## src/rtl/sp_ram_test_master_if.sv

```systemverilog
// rtl/sp_ram_test_master_if.sv - single-port RAM access bundle between test master and RAM
interface sp_ram_test_master_if #(
  parameter int ADDR_WIDTH = 18,
  parameter int DATA_WIDTH = 32
);
  logic                    ram_en_o;
  logic                    ram_we_o;
  logic [ADDR_WIDTH-1:0]   ram_addr_o;
  logic [DATA_WIDTH-1:0]   ram_wdata_o;
  logic [DATA_WIDTH/8-1:0] ram_be_o;
  logic                    ram_bypass_en_o;
  logic [DATA_WIDTH-1:0]   ram_rdata_i;

  // Test master drives the request side and consumes read data.
  modport master (
    output ram_en_o, ram_we_o, ram_addr_o, ram_wdata_o, ram_be_o, ram_bypass_en_o,
    input  ram_rdata_i
  );

  // RAM receives requests and returns read data one cycle later.
  modport slave (
    input  ram_en_o, ram_we_o, ram_addr_o, ram_wdata_o, ram_be_o, ram_bypass_en_o,
    output ram_rdata_i
  );
endinterface

```

## src/rtl/sp_ram_test_master.sv

```systemverilog
// rtl/sp_ram_test_master.sv - fill / check / fill-then-check pattern engine for a single-port RAM
module sp_ram_test_master #(
  parameter int ADDR_WIDTH = 18,
  parameter int DATA_WIDTH = 32,
  parameter int LEN_WIDTH  = 16
) (
  input  logic                  clk,
  input  logic                  rst_i,
  input  logic                  start_i,
  input  logic [1:0]            mode_i,
  input  logic [ADDR_WIDTH-1:0] base_addr_i,
  input  logic [LEN_WIDTH-1:0]  len_i,
  input  logic [DATA_WIDTH-1:0] pattern_i,
  input  logic                  incr_i,
  output logic                  busy_o,
  output logic                  done_o,
  output logic                  err_o,
  output logic [LEN_WIDTH-1:0]  err_cnt_o,
  output logic [ADDR_WIDTH-1:0] first_err_addr_o,
  sp_ram_test_master_if.master  ram
);

  localparam int BE_WIDTH = DATA_WIDTH / 8;

  typedef enum logic [2:0] {IDLE, WRITE, READ, DRAIN, DONE} state_t;

  state_t                state;
  logic                  fill_check_q;
  logic [ADDR_WIDTH-1:0] base_q;
  logic [LEN_WIDTH-1:0]  len_q;
  logic [DATA_WIDTH-1:0] pat_q;
  logic                  incr_q;
  logic [LEN_WIDTH-1:0]  idx;
  logic [DATA_WIDTH-1:0] cur_val;

  // Registered RAM request outputs.
  logic                  ram_en_q;
  logic                  ram_we_q;
  logic [ADDR_WIDTH-1:0] ram_addr_q;
  logic [DATA_WIDTH-1:0] ram_wdata_q;
  logic [BE_WIDTH-1:0]   ram_be_q;

  // One-stage compare pipeline: expected value and address of the read issued last cycle.
  logic                  cmp_valid;
  logic [DATA_WIDTH-1:0] cmp_exp;
  logic [ADDR_WIDTH-1:0] cmp_addr;

  logic                  last_word;
  logic [DATA_WIDTH-1:0] next_val;
  logic [ADDR_WIDTH-1:0] next_addr;
  logic [ADDR_WIDTH-1:0] start_addr;
  logic                  unused_ok;

  assign last_word  = (idx == len_q - 1'b1);
  assign next_val   = incr_q ? cur_val + 1'b1 : cur_val;
  assign next_addr  = ram_addr_q + ADDR_WIDTH'(4);
  assign start_addr = {base_addr_i[ADDR_WIDTH-1:2], 2'b00};
  assign unused_ok  = &{1'b0, base_addr_i[1:0]};

  assign ram.ram_en_o        = ram_en_q;
  assign ram.ram_we_o        = ram_we_q;
  assign ram.ram_addr_o      = ram_addr_q;
  assign ram.ram_wdata_o     = ram_wdata_q;
  assign ram.ram_be_o        = ram_be_q;
  assign ram.ram_bypass_en_o = 1'b0;

  // Command sequencer, RAM request generation and read-data compare.
  always_ff @(posedge clk) begin
    if (rst_i) begin
      state            <= IDLE;
      fill_check_q     <= 1'b0;
      base_q           <= '0;
      len_q            <= '0;
      pat_q            <= '0;
      incr_q           <= 1'b0;
      idx              <= '0;
      cur_val          <= '0;
      busy_o           <= 1'b0;
      done_o           <= 1'b0;
      err_o            <= 1'b0;
      err_cnt_o        <= '0;
      first_err_addr_o <= '0;
      ram_en_q         <= 1'b0;
      ram_we_q         <= 1'b0;
      ram_addr_q       <= '0;
      ram_wdata_q      <= '0;
      ram_be_q         <= '0;
      cmp_valid        <= 1'b0;
      cmp_exp          <= '0;
      cmp_addr         <= '0;
    end else begin
      done_o    <= 1'b0;
      cmp_valid <= 1'b0;

      if (cmp_valid && (ram.ram_rdata_i != cmp_exp)) begin
        err_o <= 1'b1;
        if (err_cnt_o != '1) err_cnt_o <= err_cnt_o + 1'b1;
        if (err_cnt_o == '0) first_err_addr_o <= cmp_addr;
      end

      case (state)
        IDLE: begin
          if (start_i) begin
            fill_check_q     <= (mode_i == 2'b10);
            base_q           <= start_addr;
            len_q            <= len_i;
            pat_q            <= pattern_i;
            incr_q           <= incr_i;
            idx              <= '0;
            cur_val          <= pattern_i;
            err_o            <= 1'b0;
            err_cnt_o        <= '0;
            first_err_addr_o <= '0;
            ram_addr_q       <= start_addr;
            if (len_i == '0) begin
              state  <= DONE;
              done_o <= 1'b1;
            end else if (!mode_i[0]) begin
              state       <= WRITE;
              busy_o      <= 1'b1;
              ram_en_q    <= 1'b1;
              ram_we_q    <= 1'b1;
              ram_be_q    <= '1;
              ram_wdata_q <= pattern_i;
            end else begin
              state    <= READ;
              busy_o   <= 1'b1;
              ram_en_q <= 1'b1;
            end
          end
        end

        WRITE: begin
          if (last_word) begin
            ram_we_q    <= 1'b0;
            ram_be_q    <= '0;
            ram_wdata_q <= '0;
            if (fill_check_q) begin
              state      <= READ;
              idx        <= '0;
              cur_val    <= pat_q;
              ram_addr_q <= base_q;
            end else begin
              state    <= DONE;
              done_o   <= 1'b1;
              busy_o   <= 1'b0;
              ram_en_q <= 1'b0;
            end
          end else begin
            idx         <= idx + 1'b1;
            cur_val     <= next_val;
            ram_wdata_q <= next_val;
            ram_addr_q  <= next_addr;
          end
        end

        READ: begin
          cmp_valid <= 1'b1;
          cmp_exp   <= cur_val;
          cmp_addr  <= ram_addr_q;
          if (last_word) begin
            state    <= DRAIN;
            ram_en_q <= 1'b0;
          end else begin
            idx        <= idx + 1'b1;
            cur_val    <= next_val;
            ram_addr_q <= next_addr;
          end
        end

        DRAIN: begin
          state  <= DONE;
          done_o <= 1'b1;
          busy_o <= 1'b0;
        end

        DONE: begin
          state <= IDLE;
        end

        default: state <= IDLE;
      endcase
    end
  end

endmodule

```

## src/flat_wrapper.sv

```systemverilog
// flat-port wrapper written by rule: the top's interface ports become plain ports
module sp_ram_test_master_flat 
#(
  parameter int ADDR_WIDTH = 18,
  parameter int DATA_WIDTH = 32,
  parameter int LEN_WIDTH  = 16
)
  (clk, rst_i, start_i, mode_i, base_addr_i, len_i, pattern_i, incr_i, busy_o, done_o, err_o, err_cnt_o, first_err_addr_o, ram_ram_en_o, ram_ram_we_o, ram_ram_addr_o, ram_ram_wdata_o, ram_ram_be_o, ram_ram_bypass_en_o, ram_ram_rdata_i);
  sp_ram_test_master_if #(.ADDR_WIDTH(ADDR_WIDTH), .DATA_WIDTH(DATA_WIDTH)) ram_i ();
  input  logic clk;
  input  logic rst_i;
  input  logic start_i;
  input  logic [1:0] mode_i;
  input  logic [ADDR_WIDTH-1:0] base_addr_i;
  input  logic [LEN_WIDTH-1:0] len_i;
  input  logic [DATA_WIDTH-1:0] pattern_i;
  input  logic incr_i;
  output logic busy_o;
  output logic done_o;
  output logic err_o;
  output logic [LEN_WIDTH-1:0] err_cnt_o;
  output logic [ADDR_WIDTH-1:0] first_err_addr_o;
  output wire logic [$bits(ram_i.ram_en_o)-1:0] ram_ram_en_o;
  output wire logic [$bits(ram_i.ram_we_o)-1:0] ram_ram_we_o;
  output wire logic [$bits(ram_i.ram_addr_o)-1:0] ram_ram_addr_o;
  output wire logic [$bits(ram_i.ram_wdata_o)-1:0] ram_ram_wdata_o;
  output wire logic [$bits(ram_i.ram_be_o)-1:0] ram_ram_be_o;
  output wire logic [$bits(ram_i.ram_bypass_en_o)-1:0] ram_ram_bypass_en_o;
  input wire logic [$bits(ram_i.ram_rdata_i)-1:0] ram_ram_rdata_i;
  assign ram_ram_en_o = ram_i.ram_en_o;
  assign ram_ram_we_o = ram_i.ram_we_o;
  assign ram_ram_addr_o = ram_i.ram_addr_o;
  assign ram_ram_wdata_o = ram_i.ram_wdata_o;
  assign ram_ram_be_o = ram_i.ram_be_o;
  assign ram_ram_bypass_en_o = ram_i.ram_bypass_en_o;
  assign ram_i.ram_rdata_i = ram_ram_rdata_i;
  sp_ram_test_master #(.ADDR_WIDTH(ADDR_WIDTH), .DATA_WIDTH(DATA_WIDTH), .LEN_WIDTH(LEN_WIDTH)) u_core (.clk(clk), .rst_i(rst_i), .start_i(start_i), .mode_i(mode_i), .base_addr_i(base_addr_i), .len_i(len_i), .pattern_i(pattern_i), .incr_i(incr_i), .busy_o(busy_o), .done_o(done_o), .err_o(err_o), .err_cnt_o(err_cnt_o), .first_err_addr_o(first_err_addr_o), .ram(ram_i));
endmodule
```

## config.mk

```make
export PLATFORM = sky130hd
export DESIGN_NAME = sp_ram_test_master_flat
export DESIGN_NICKNAME = d
export VERILOG_FILES = /design/src/rtl/sp_ram_test_master_if.sv /design/src/rtl/sp_ram_test_master.sv /design/src/flat_wrapper.sv
export SDC_FILE = /design/constraint.sdc
export NUM_CORES = 1
export LEC_CHECK = 0
export ABC_CLOCK_PERIOD_IN_PS = 3030
export BUFFER_PORTS_ARGS = -buffer_cell sky130_fd_sc_hd__buf_2
export CAP_MARGIN = 30
export CORE_ASPECT_RATIO = 0.8
export CORE_UTILIZATION = 40
export CTS_CLUSTER_SIZE = 10
export DETAILED_ROUTE_END_ITERATION = 8
export GPL_TIMING_DRIVEN = 0
export PLACE_DENSITY_LB_ADDON = 0.12
export SLEW_MARGIN = 10
export SYNTH_ARGS = -nofsm -noshare
export SYNTH_HDL_FRONTEND = slang
export SYNTH_SLANG_ARGS = --single-unit
```

## constraint.sdc

```tcl
create_clock -name clk -period 3.03 [get_ports clk]
set_input_delay 0 -clock clk [delete_from_list [all_inputs] [get_ports clk]]
set_output_delay 0 -clock clk [all_outputs]
set_load 0.01 [all_outputs]
```

Yosys cells after proc, flatten, opt, wreduce, memory -nomap -nowiden

Index checks and enable logic that the tools add are counted.

Bits of input ports: 104
Output and inout bits: 94
Logic and storage cells: 116
Flip-flop bits (word level): 261

Equal/unequal tests: 15
Mux-type cells: 61
Reduce and logical (&&, ||, !) cells: 14
$add $sub $neg: 5

Operator list:

| kind                                                | count |
|---|---|
| two-way mux 32 bit                                  | 9 |
| two-way mux 18 bit                                  | 8 |
| two-way mux 16 bit                                  | 8 |
| one-hot mux 32 bit (3 select lines)                 | 1 |
| one-hot mux 32 bit (2 select lines)                 | 1 |
| one-hot mux 18 bit (3 select lines)                 | 1 |
| one-hot mux 16 bit (3 select lines)                 | 1 |
| adder 16 x 1 -> 16 bit (second input constant)      | 2 |
| adder 32 x 1 -> 32 bit (second input constant)      | 1 |
| logical NOT 16 bit                                  | 2 |
| != test 32 bit                                      | 1 |
| adder 18 x 3 -> 18 bit (second input constant)      | 1 |
| equality test 16 bit                                | 1 |
| two-way mux 1 bit                                   | 16 |
| two-way mux 4 bit                                   | 4 |
| != test 16 bit (second input constant)              | 1 |
| subtractor 16 x 1 -> 16 bit (second input constant) | 1 |
| two-way mux 3 bit                                   | 5 |
| one-hot mux 3 bit (4 select lines)                  | 1 |
| != test 2 bit (second input constant)               | 5 |
| AND reduction 5 bit                                 | 2 |
| one-hot mux 1 bit (3 select lines)                  | 3 |
| one-hot mux 4 bit (2 select lines)                  | 1 |
| AND reduction 4 bit                                 | 2 |
| 14 further kinds                                    | 17 |

Depth between registers and ports, before layout

Gate-level depths: netlist (run 1).

Word-level depth: 5
Mapped depth: 13
Gate-level depth less buffers: 11

Least setup slack after synthesis (run 1)

OpenSTA, ideal clock, no wires.

Path kind: reg2reg
From: register u_core.len_q[3]
To: register u_core.cur_val[25]
Data required time: 2.914 ns
Setup slack: 0.224 ns
Stages on the path, launching flop included: 12
Setup time: 0.116 ns
Arrival time: 2.690 ns
Path through: dfxtp_1 -> buf_2 -> nor4_4 -> nand4_1 -> o31ai_1 -> o211ai_1 -> nor4_2 -> a21oi_2 -> buf_2 -> nand3b_1 -> a21oi_1 -> a31o_2

Word-level cells in the longest chain between the ends: 4
Elaborated cells on any way between the ends: 7

Ends and longest elaborated chain:

| what                                                                                 | line                      | text |
|---|---|---|
| start, declared                                                                      | sp_ram_test_master.sv:30  | `logic [LEN_WIDTH-1:0] len_q;` |
| start signal, assigned                                                               | sp_ram_test_master.sv:106 | `len_q <= len_i;` |
| subtractor 16 x 1 -> 16 bit (*)                                                      | sp_ram_test_master.sv:54  | `assign last_word = (idx == len_q - 1'b1);` |
| equality test 16 bit (*)                                                             | sp_ram_test_master.sv:54  |  |
| != test 3 x 2 -> 1 bit (no line), or another cell as far along                       | --                        |  |
| AND reduction 4 bit (no line) or one-hot mux 32 bit (3 select lines) (tied branches) | --                        |  |
| end signal, assigned                                                                 | sp_ram_test_master.sv:110 | `cur_val <= pattern_i;` |
| end signal, assigned                                                                 | sp_ram_test_master.sv:141 | `cur_val <= pat_q;` |
| end signal, assigned                                                                 | sp_ram_test_master.sv:151 | `cur_val <= next_val;` |
| end, declared                                                                        | sp_ram_test_master.sv:34  | `logic [DATA_WIDTH-1:0] cur_val;` |

Every way passes the cells marked *; elsewhere a longest branch is shown, timed or not.
A chain may end at the register's enable or synchronous reset.

Worst setup path in the final report (run 1)

From: register u_core.len_q[0]
To: register u_core.ram_addr_q[14] (netlist: u_core.ram.ram_addr_o[14])

Word-level cells in the longest chain between the ends: 4
Elaborated cells on any way between the ends: 7

Ends and longest elaborated chain:

| what                                                                                 | line                      | text |
|---|---|---|
| subtractor 16 x 1 -> 16 bit (*)                                                      | sp_ram_test_master.sv:54  |  |
| equality test 16 bit (*)                                                             | sp_ram_test_master.sv:54  |  |
| != test 3 x 2 -> 1 bit (no line), or another cell as far along                       | --                        |  |
| AND reduction 4 bit (no line) or one-hot mux 18 bit (3 select lines) (tied branches) | --                        |  |
| end signal, assigned                                                                 | sp_ram_test_master.sv:114 | `ram_addr_q <= start_addr;` |
| end signal, assigned                                                                 | sp_ram_test_master.sv:142 | `ram_addr_q <= base_q;` |
| end signal, assigned                                                                 | sp_ram_test_master.sv:153 | `ram_addr_q <= next_addr;` |
| end, declared                                                                        | sp_ram_test_master.sv:39  | `logic [ADDR_WIDTH-1:0] ram_addr_q;` |

Marks and branches as above.

==> summary.md, run 1 <==
| Metric | Value |
|---|---|
| P_leak | 6.24 nW |
| Number of port buffers | 191 |
| Clk Latency, worst-skew pair | 0.57 ns |
| Clock share of power | 0.345 |
| Seq pwr share | 0.405 |
| Crit-path max cell delay | 0.45 ns |
| Tightest slew margin relative to the limit | 0.334 |
| Area growth syn-to-layout | 35.7% |
| Routed vias | 13100 |
| Ys async rst share | 0 |
| Fin crit period | 3.11 ns |
| RSZ-0062 raised after global routing | true |
| DRT antenna net count | 0 |
| Status | finished with violations |
| HPWL after DPL | 34500 um |
| Nets@finish | 2027 |
| Hold Worst Slack | 0.0320 ns |
| Maxcap violations | 0 |
| Post-synth top flop | dfxtp_1 |
| Global Route Usage Sum | 0.297 |
| CTS HTree Levels | 1 |
| Layout Cells excl Fill | 2339 |
| Total Wirelength | 48800 um |
| Final Skew | 0.00943 ns |
| Share of cells above drive strength 1 | 0.229 |
| Syn Std Cell Area | 0.0123 mm^2 |
| CP arrival | 3.56 ns |
| Vias in the first global route | 11900 |
| Critical path data required time | 3.49 ns |
| Post-synthesis cell type count | 68 |
| Initial antenna violation count | 1 |
| Seq/Total Area, Yosys | 0.411 |
| Startpoint Class | flip-flop |
| Die ar. | 0.0315 mm^2 |
| First-pass GRT wire length | 71600 um |
| Core Footprint | 0.0303 mm^2 |
| Sw frac | 0.326 |
| Slew Viols, Final | 0 |
| Worst Hold Class | in2reg |
| Worst reg2reg setup slack | -0.08 ns |
| Starting Density | 0.407 |
| CTS root buf | clkbuf_16 |
| EDFF count, synth | 0 |
| CP cell instances | or3_4, or4_4, a2111oi_4, nand3_2, a21o_4, nor3_4, buf_6, buf_4, buf_8, a211oi_1, o41ai_1 |
| Syn Area/Cell | 7.84 um^2 |
| Final period utilization | 1.03 |
| DRT iter0 DRCs | 1141 |
| Clk pin slew, worst setup/hold paths | 0.06 ns |
| Synth Instances | 1573 |
| Chip Width | 198 um |
| Crit path max fanout | 6 |
| Switching power | 3.13 mW |
| Comb pwr share | 0.250 |
| Internal power | 6.47 mW |
| Failing checks | negative setup slack |
| RD Place Congestion | 0.947 |
| #FFs+latches synth | 253 |
| DR pass1 iterations | 6 |
| Final WS setup | -0.0778 ns |
| Setup violators final | 17 |
| Placed cell count | 2181 |
| Die Y-Extent | 159 um |
| Post-DR wirelength/cell | 20.9 um |
| Achievable Freq | 322 MHz |
| TritonCTS sink count | 253 |
| Vias per std cell | 5.58 |
| Peak VDD IR | 0.435 mV |
| Top Ports | 198 |
| Ys Warns | 0 |
| Longest Clk Path Bufs | 3 |
| Critical path type | reg2reg |
| Placement Rows | 57 |
| Pwr Density | 574 mW/mm^2 |
| Worst-Margin Slew | 0.999 ns |
| DRC viols | 0 |
| Diodes inserted | 0 |
| Largest net degree at the start of global routing | 16 |
| Fin. Hold Viols | 0 |
| TritonCTS Buffers | 30 |
| Gr ovfl total | 0 |
| CTS tree | done |
| Endpoint class of the critical path | flip-flop |
| CP max stage cell | or4_4 |
## metal layers
metal | share of wire | track usage
met1 | 0.47 | 0.445
met5 | 0.00029 | 0
met2 | 0.41 | 0.426
met3 | 0.090 | 0.0638
met4 | 0.022 | 0.0754
## layout make-up
| type | count | area (um^2) |
|---|---|---|
| inverters | 40 | 150 |
| fillers | 2858 | 13600 |
| well taps | 413 | 517 |
| flip-flops and latches | 253 | 5080 |
| repair buffers | 313 | 2220 |
| clock buffers | 38 | 801 |
| multi-input cells | 1160 | 7190 |
| plain buffers | 119 | 727 |
| clock inverters | 3 | 51.3 |
## power by group through the flow
stage	registers (mW)	logic (mW)	clock network [mW]
4_1_cts	3.86	2.04	3.35
6_report	3.89	2.40	3.32
3_3_place_gp	3.92	1.85	0
5_1_grt	3.91	2.56	3.49
3_5_place_dp	3.93	1.87	0
2_1_floorplan	3.87	1.14	0
## final timing paths
check	cells past startpoint	startpoint	endpoint
setup / recovery	11	u_core.len_q[0]	u_core.ram.ram_addr_o[14]
hold / removal	3	rst_i	u_core.ram.ram_addr_o[5]
setup reg to reg	11	u_core.len_q[0]	u_core.ram.ram_addr_o[14]
hold reg to reg	2	u_core.pat_q[25]	u_core.pat_q[25]
## worst max-delay path, delay by kind of cell, from the launching register on
family	cells	cell delay (ns)
AND/OR/NAND/NOR	4	1.19
flip-flops	1	0.36
buffers and inverters	3	0.42
AO/OA/AOI/OAI	4	1.01
## Yosys cell counts, drive strengths merged (9+ instances only)
| library cell | number | share of area |
|---|---|---|
| nand3 | 65 | 0.026 |
| o31a | 11 | 0.0078 |
| mux2i | 20 | 0.016 |
| nand4 | 26 | 0.013 |
| o32ai | 17 | 0.012 |
| o41ai | 9 | 0.0064 |
| a211oi | 19 | 0.012 |
| dfxtp | 253 | 0.41 |
| nand2 | 316 | 0.096 |
| a221oi | 10 | 0.0071 |
| inv | 40 | 0.012 |
| o21ai | 25 | 0.011 |
| a22oi | 25 | 0.015 |
| and3 | 16 | 0.0081 |
| nand3b | 9 | 0.0055 |
| a21oi | 172 | 0.070 |
| xor2 | 20 | 0.014 |
| xnor2 | 89 | 0.063 |
| nor4 | 18 | 0.011 |
| clkbuf | 85 | 0.026 |
| a31oi | 30 | 0.015 |
| nor3 | 34 | 0.015 |
| buf | 37 | 0.018 |
| nor2 | 121 | 0.037 |
## flip-flops by register name, indices dropped and copies added, names as in the netlist, 18 cells and up
register	flops
u_core.pat_q	32
u_core.cur_val	32
u_core.ram.ram_wdata_o	32
u_core.cmp_exp	32
u_core.first_err_addr_o	18
## placed cells by master, fill, tap and decap left out, types with 10 or more instances in the layout
cell	instances
clkbuf_1	77
a211oi_1	14
a31oi_1	29
buf_4	45
xnor2_1	88
nand2_1	312
a21oi_1	163
mux2i_1	20
xor2_1	19
nand3_1	61
and3_1	16
clkbuf_16	35
o31a_1	11
nor3_1	23
dlygate4sd3_1	69
inv_1	38
nor4_1	12
buf_6	14
nor2_1	119
buf_2	194
o21ai_0	15
buf_8	10
nand4_1	26
a22oi_2	18
dfxtp_1	248
## metrics by stage
stage          TNS [ns]  area, um^2  power, mW  setup WS (ns)  utilization
2_1_floorplan         0       12300       5.01          0.224            -
3_3_place_gp     -63.52       13800       5.77         -0.999        0.456
3_5_place_dp     -48.26       13800       5.79         -0.635        0.456
4_1_cts        -0.00748       15700       9.25       -0.00748        0.517
5_1_grt           -3.68       16700       9.96         -0.140        0.552
6_report         -0.547       16700       9.60        -0.0778        0.552
## what timing repair did
action                                  4_1_cts  5_1_grt
gates cloned                                  0        6
endpoints found under the hold margin       149        0
hold buffers                                 69        0
gates resized for setup                      60      165
endpoints found under the setup margin      112      117
setup buffers                                11       34
pin swaps                                    12       62
## cell families after synthesis
| logic type | share of synthesized area |
|---|---|
| compound gates | 0.195 |
| buf+inv | 0.0556 |
| other cells | 0.000304 |
| fa+ha+maj | 0.00609 |
| mux | 0.0172 |
| simple gates | 0.237 |
| xor+xnor | 0.0774 |
| flops | 0.411 |
Power figures use the tool's default switching activity.
==> inputs of run 2 (changes only) <==
--- a/config.mk
+++ b/config.mk
@@ -13,7 +13,7 @@
 export CTS_CLUSTER_SIZE = 10
 export DETAILED_ROUTE_END_ITERATION = 8
 export GPL_TIMING_DRIVEN = 0
-export PLACE_DENSITY_LB_ADDON = 0.12
+export PLACE_DENSITY = 0.65
 export SLEW_MARGIN = 10
 export SYNTH_ARGS = -nofsm -noshare
 export SYNTH_HDL_FRONTEND = slang
==> run 2 against run 1 <==
  * The flow still finishes with violations (negative setup slack)
  * Flip-flop and latch count unchanged
  * Final cell count down 0.30%
  * Via count up 1.3%
  * Non-clock buffer count down 9
  * Total power up 0.44%
  * Clock-buffer cell count up 1
  * Die area unchanged
  * Largest cell class unchanged
  * Largest power group unchanged
==> summary.md, run 2 (synthesis results as in run 1) <==
| Metric | Value |
|---|---|
| Maxcap violations | 0 |
| Initial antenna violation count | 2 |
| Fin crit period | 3.10 ns |
| TritonCTS Buffers | 30 |
| Clk pin slew, worst setup/hold paths | 0.06 ns |
| Status | finished with violations |
| Peak VDD IR | 0.448 mV |
| Clk Latency, worst-skew pair | 0.57 ns |
| Achievable Freq | 323 MHz |
| Global Route Usage Sum | 0.290 |
| Post-DR wirelength/cell | 20.7 um |
| Reg2reg start | u_core.len_q[1] |
| Final period utilization | 1.02 |
| Critical path data required time | 3.44 ns |
| Placement Rows | 57 |
| Worst Reg-to-Reg Cells | 12 |
| Die ar. | 0.0315 mm^2 |
| Hold wc startpoint | start_i |
| Setup violators final | 38 |
| Longest Clk Path Bufs | 3 |
| Gr ovfl total | 0 |
| Pwr Density | 579 mW/mm^2 |
| CTS tree | done |
| DRT iter0 DRCs | 1166 |
| Fin. Hold Viols | 0 |
| CP arrival | 3.51 ns |
| Area growth syn-to-layout | 35.0% |
| Fillers | 2862 |
| Worst-Margin Slew | 0.972 ns |
| Crit path max fanout | 10 |
| RSZ-0062 raised after global routing | true |
| DR pass1 iterations | 5 |
| Core Util, Final | 0.549 |
| Core Footprint | 0.0303 mm^2 |
| P_leak | 6.20 nW |
| Number of port buffers | 191 |
| Top Ports | 198 |
| Failing checks | negative setup slack |
| Reg-to-Reg End | u_core.ram.ram_wdata_o[1] |
| HPWL after DPL | 34200 um |
| Nets@finish | 2019 |
| Share of cells above drive strength 1 | 0.222 |
| Final WS setup | -0.0698 ns |
| Total Wirelength | 48400 um |
| Starting Density | 0.407 |
| Largest net degree at the start of global routing | 15 |
| Startpoint Class | flip-flop |
| Commonest non-fill, non-tap cell in the layout | nand2_1 |
| Hold Path Sink | u_core.state[2] |
| Routed vias | 13200 |
| DRT antenna net count | 0 |
| Most frequent cells in the layout | 310 x nand2_1, 248 x dfxtp_1, 193 x buf_2 |
| Vias in the first global route | 12100 |
| Worst Hold Class | in2reg |
| Tightest slew margin relative to the limit | 0.343 |
| CTS HTree Levels | 1 |
| DRC viols | 0 |
| Critical path type | reg2reg |
| TritonCTS sink count | 253 |
| Final Skew | 0.0202 ns |
| Endpoint class of the critical path | flip-flop |
| Vias per std cell | 5.68 |
| CTS root buf | clkbuf_16 |
| First-pass GRT wire length | 70600 um |
| RD Place Congestion | 0.981 |
| Worst reg2reg setup slack | -0.07 ns |
| Hold Worst Slack | 0.0257 ns |
| Hold depth | 4 |
| Slew Viols, Final | 0 |
| Die Y-Extent | 159 um |
| Chip Width | 198 um |
-- run 2: final cells by class --
class / count / area [um^2] / share of cell area
Multi-Input combinational cell: 1161 / 7140 / 0.429
Clock inverter: 1 / 30.0 / 0.00180
Antenna cell: 2 / 5.00 / 0.000301
Timing Repair Buffer: 305 / 2140 / 0.129
Inverter: 40 / 155 / 0.00932
Sequential cell: 253 / 5080 / 0.305
Clock buffer: 39 / 856 / 0.0514
Buffer: 118 / 714 / 0.0429
Tap cell: 413 / 517 / 0.0311
-- run 2: worst max-delay path by stage --
stage,slack [ns],endpoint,startpoint
6_report,-0.07,u_core.ram.ram_wdata_o[1],u_core.len_q[1]
5_1_grt,-0.18,u_core.ram.ram_addr_o[5],u_core.len_q[1]
4_1_cts,-0.02,u_core.ram.ram_addr_o[11],u_core.len_q[0]
3_5_place_dp,-0.62,u_core.cur_val[14],u_core.len_q[0]
3_3_place_gp,-0.97,u_core.cur_val[6],u_core.len_q[0]
2_1_floorplan,0.22,u_core.cur_val[25],u_core.len_q[3]
-- run 2: where the power goes --
part | total [mW] | internal, mW | switching, mW
sequential | 3.89 | 3.58 | 0.307
combinational | 2.35 | 0.955 | 1.39
clock | 3.41 | 2.01 | 1.40
total | 9.64 | 6.55 | 3.10
-- run 2: critical path, cell delays in order (launching register included) --
cell,delay [ns]
dfxtp_4,0.36
or3_4,0.39
or4_4,0.44
a2111oi_4,0.34
nand3_2,0.16
a21o_4,0.27
buf_6,0.13
nor2_4,0.25
nor2_2,0.09
buf_6,0.17
buf_6,0.16
nand2_1,0.09
a31oi_1,0.08
-- run 2: what timing repair did --
action                                 4_1_cts  5_1_grt
endpoints found under the hold margin      147        0
cloned                                       0        7
buffers inserted                             9       29
resized for setup                           59      156
pin swaps                                    9       70
setup endpoints to repair                  102      120
hold buffers                                68        0
-- run 2: layer usage --
layer  global-route usage  routed length (um)
met1                0.427               21700
met3               0.0640                5090
met5                    0                   9
met4               0.0747                1110
met2                0.424               20500
-- run 2: stage by stage --
step | setup TNS (ns) | area, um^2 | std cells | power [mW] | setup slack [ns]
floorplan | 0 | 12300 | 1575 | 5.01 | 0.224
global placement | -64.02 | 13800 | 2179 | 5.74 | -0.975
detailed placement | -46.66 | 13800 | 2181 | 5.78 | -0.623
CTS | -0.0739 | 15700 | 2298 | 9.31 | -0.0151
global route | -4.96 | 16600 | 2330 | 9.97 | -0.175
finish | -1.06 | 16600 | 2332 | 9.64 | -0.0698
==> inputs of run 3 (changes only) <==
--- a/config.mk
+++ b/config.mk
@@ -5,7 +5,7 @@
 export SDC_FILE = /design/constraint.sdc
 export NUM_CORES = 1
 export LEC_CHECK = 0
-export ABC_CLOCK_PERIOD_IN_PS = 3030
+export ABC_CLOCK_PERIOD_IN_PS = 3800
 export BUFFER_PORTS_ARGS = -buffer_cell sky130_fd_sc_hd__buf_2
 export CAP_MARGIN = 30
 export CORE_ASPECT_RATIO = 0.8
==> constraint.sdc (replaced) <==
create_clock -name clk -period 3.8 [get_ports clk]
set_input_delay 0 -clock clk [delete_from_list [all_inputs] [get_ports clk]]
set_output_delay 0 -clock clk [all_outputs]
set_load 0.01 [all_outputs]
==> run 3 against run 2 <==
  * The run now ends clean
  * Hold slack gained 0.017 ns
  * Critical endpoint is now u_core.ram.ram_addr_o[6]
  * Routed wire length fell by 5.0%
  * Critical path depth shrank 3
  * Worst setup slack better by 0.32 ns
  * Highest routed layer unchanged
  * First-iteration DRC count is 1.6% higher
  * Largest power group unchanged
  * Fmax decreased by 13%
  * Clock skew decreased by 0.0050 ns
  * Cell area down 7.4%
  * Sequential share of layout area increased by 2.3 points
  * Register-to-register slack better by 0.32 ns
==> summary.md, run 3 (synthesis results as in run 1) <==
| Metric | Value |
|---|---|
| Gr ovfl total | 0 |
| Hold Path Sink | u_core.state[2] |
| Global Route Usage Sum | 0.288 |
| Die ar. | 0.0315 mm^2 |
| Pwr Density | 478 mW/mm^2 |
| Reg2reg start | u_core.state[2] |
| Hold wc startpoint | start_i |
| Hold depth | 4 |
| Chip Width | 198 um |
| Placement Rows | 57 |
| Status | completed |
| CTS tree | done |
| Number of port buffers | 191 |
| RSZ-0062 raised after global routing | false |
| Maxcap violations | 0 |
| Post-DR wirelength/cell | 20.1 um |
| DRT antenna net count | 0 |
| Hold Worst Slack | 0.0427 ns |
| Worst-Margin Slew | 0.913 ns |
| TritonCTS sink count | 253 |
| Worst Hold Class | in2reg |
| Clk Latency, worst-skew pair | 0.56 ns |
| Starting Density | 0.407 |
| CP max stage cell | clkbuf_1 |
| Longest Clk Path Bufs | 3 |
| CP cell instances | clkbuf_1, nor2_1, and2_1, clkbuf_1, a21oi_1, clkbuf_1, clkbuf_1, a211oi_1, o41ai_1 |
| P_leak | 5.72 nW |
| Total Wirelength | 46000 um |
| Final period utilization | 0.935 |
| Die Y-Extent | 159 um |
| Reg-to-Reg End | u_core.ram.ram_addr_o[6] |
| Core Footprint | 0.0303 mm^2 |
| Routed vias | 12900 |
| FF/Latch Area | 0.00506 mm^2 |
| DRC viols | 0 |
| Critical path data required time | 4.26 ns |
| Share of cells above drive strength 1 | 0.151 |
| First-pass GRT wire length | 69900 um |
| Most used cell, CP | clkbuf_1 |
| Final Skew | 0.0152 ns |
| Worst Reg-to-Reg Cells | 9 |
| Slew Viols, Final | 0 |
| Initial antenna violation count | 2 |
| DRT iter0 DRCs | 1185 |
| Largest net degree at the start of global routing | 15 |
| Tightest slew margin relative to the limit | 0.383 |
| Worst path bufs/invs | 4 |
| Layout Cells excl Fill | 2290 |
| Worst reg2reg setup slack | 0.25 ns |
| DR pass1 iterations | 5 |
| Crit-path max cell delay | 0.64 ns |
| Peak VDD IR | 0.353 mV |
| CTS HTree Levels | 1 |
| Setup violators final | 0 |
| Multi-input gate area | 0.00660 mm^2 |
| Top Ports | 198 |
| Fin crit period | 3.55 ns |
| Fin. Hold Viols | 0 |
| Most frequent cells in the layout | 316 x nand2_1, 253 x dfxtp_1, 206 x buf_2 |
| CP arrival | 4.01 ns |
| Commonest non-fill, non-tap cell in the layout | nand2_1 |
| Fillers | 3001 |
| Post-CTS Setup Bufs | 0 |
| CTS root buf | clkbuf_16 |
| Area growth syn-to-layout | 24.9% |
| HPWL after DPL | 34200 um |
| Vias in the first global route | 11900 |
| Vias per std cell | 5.61 |
| Clk pin slew, worst setup/hold paths | 0.06 ns |
| Placed cell count | 2181 |
| Top delay family on crit path | buffers and inverters |
| Nets@finish | 1978 |
| Endpoint class of the critical path | flip-flop |
| Critical path type | reg2reg |
| Achievable Freq | 281 MHz |
| Startpoint Class | flip-flop |
| TritonCTS Buffers | 30 |
| RD Place Congestion | 0.981 |
| Crit path max fanout | 10 |
-- run 3: cell types whose count changed in the layout (fill, tap and decap cells not counted), sizes merged --
| cell | before | now |
|---|---|---|
| diode | 2 | 1 |
| a21oi | 173 | 172 |
| buf | 270 | 230 |
-- run 3: routing by layer --
metal / share of wire / vias to the layer above / track usage
met2: 0.42 / 622 / 0.418
met4: 0.020 / 2 / 0.0712
met1: 0.46 / 6058 / 0.426
li1: - / 6108 / -
met3: 0.10 / 66 / 0.0627
met5: 0.00028 / - / 0
-- run 3: power breakdown --
group	internal, mW	switching (mW)
Sequential	2.85	0.229
Combinational	0.580	0.996
Clock	1.60	1.11
Total	5.04	2.33
-- run 3: worst max-delay path by stage --
stage               slack [ns]                        end  cells past startpoint             from
floorplan                 0.99         u_core.cur_val[25]                     11  u_core.len_q[3]
detailed placement        0.15         u_core.cur_val[14]                     11  u_core.len_q[0]
global route              0.03  u_core.ram.ram_addr_o[17]                      9  u_core.state[2]
CTS                       0.14         u_core.cur_val[14]                     11  u_core.len_q[0]
finish                    0.25   u_core.ram.ram_addr_o[6]                      9  u_core.state[2]
global placement         -0.20          u_core.cur_val[6]                     11  u_core.len_q[0]
-- run 3: per-stage QoR --
step	util	TNS, ns	setup WS, ns	power, mW	cell area [um^2]
final	0.508	0	0.247	7.37	15400
after global routing	0.508	0	0.0303	7.65	15400
after CTS	0.508	0	0.139	7.35	15400
after detailed placement	0.456	0	0.147	4.61	13800
after global placement	0.456	-5.51	-0.205	4.58	13800
after floorplan	-	0	0.994	4.00	12300
-- run 3: what timing repair did --
item | CTS | global route
endpoints found under the hold margin | 147 | 0
endpoints found under the setup margin | 0 | 52
resized for setup | 0 | 4
hold buffers | 68 | 0
-- run 3: layout make-up --
| type | instances | area share |
|---|---|---|
| antenna | 1 | 0.000162 |
| buffer | 122 | 0.0348 |
| clock buffer | 39 | 0.0556 |
| clock inverter | 1 | 0.00195 |
| inverter | 40 | 0.00975 |
| multi-input combinational | 1160 | 0.428 |
| sequential | 253 | 0.329 |
| tap | 413 | 0.0335 |
| timing repair buffer | 261 | 0.107 |
-- run 3: worst register-to-register path: cells and delay by family, from the launching register on --
kind	cells	cell delay, ns
flops	1	0.31
buf+inv	4	1.80
simple gates	2	0.29
compound gates	3	1.06
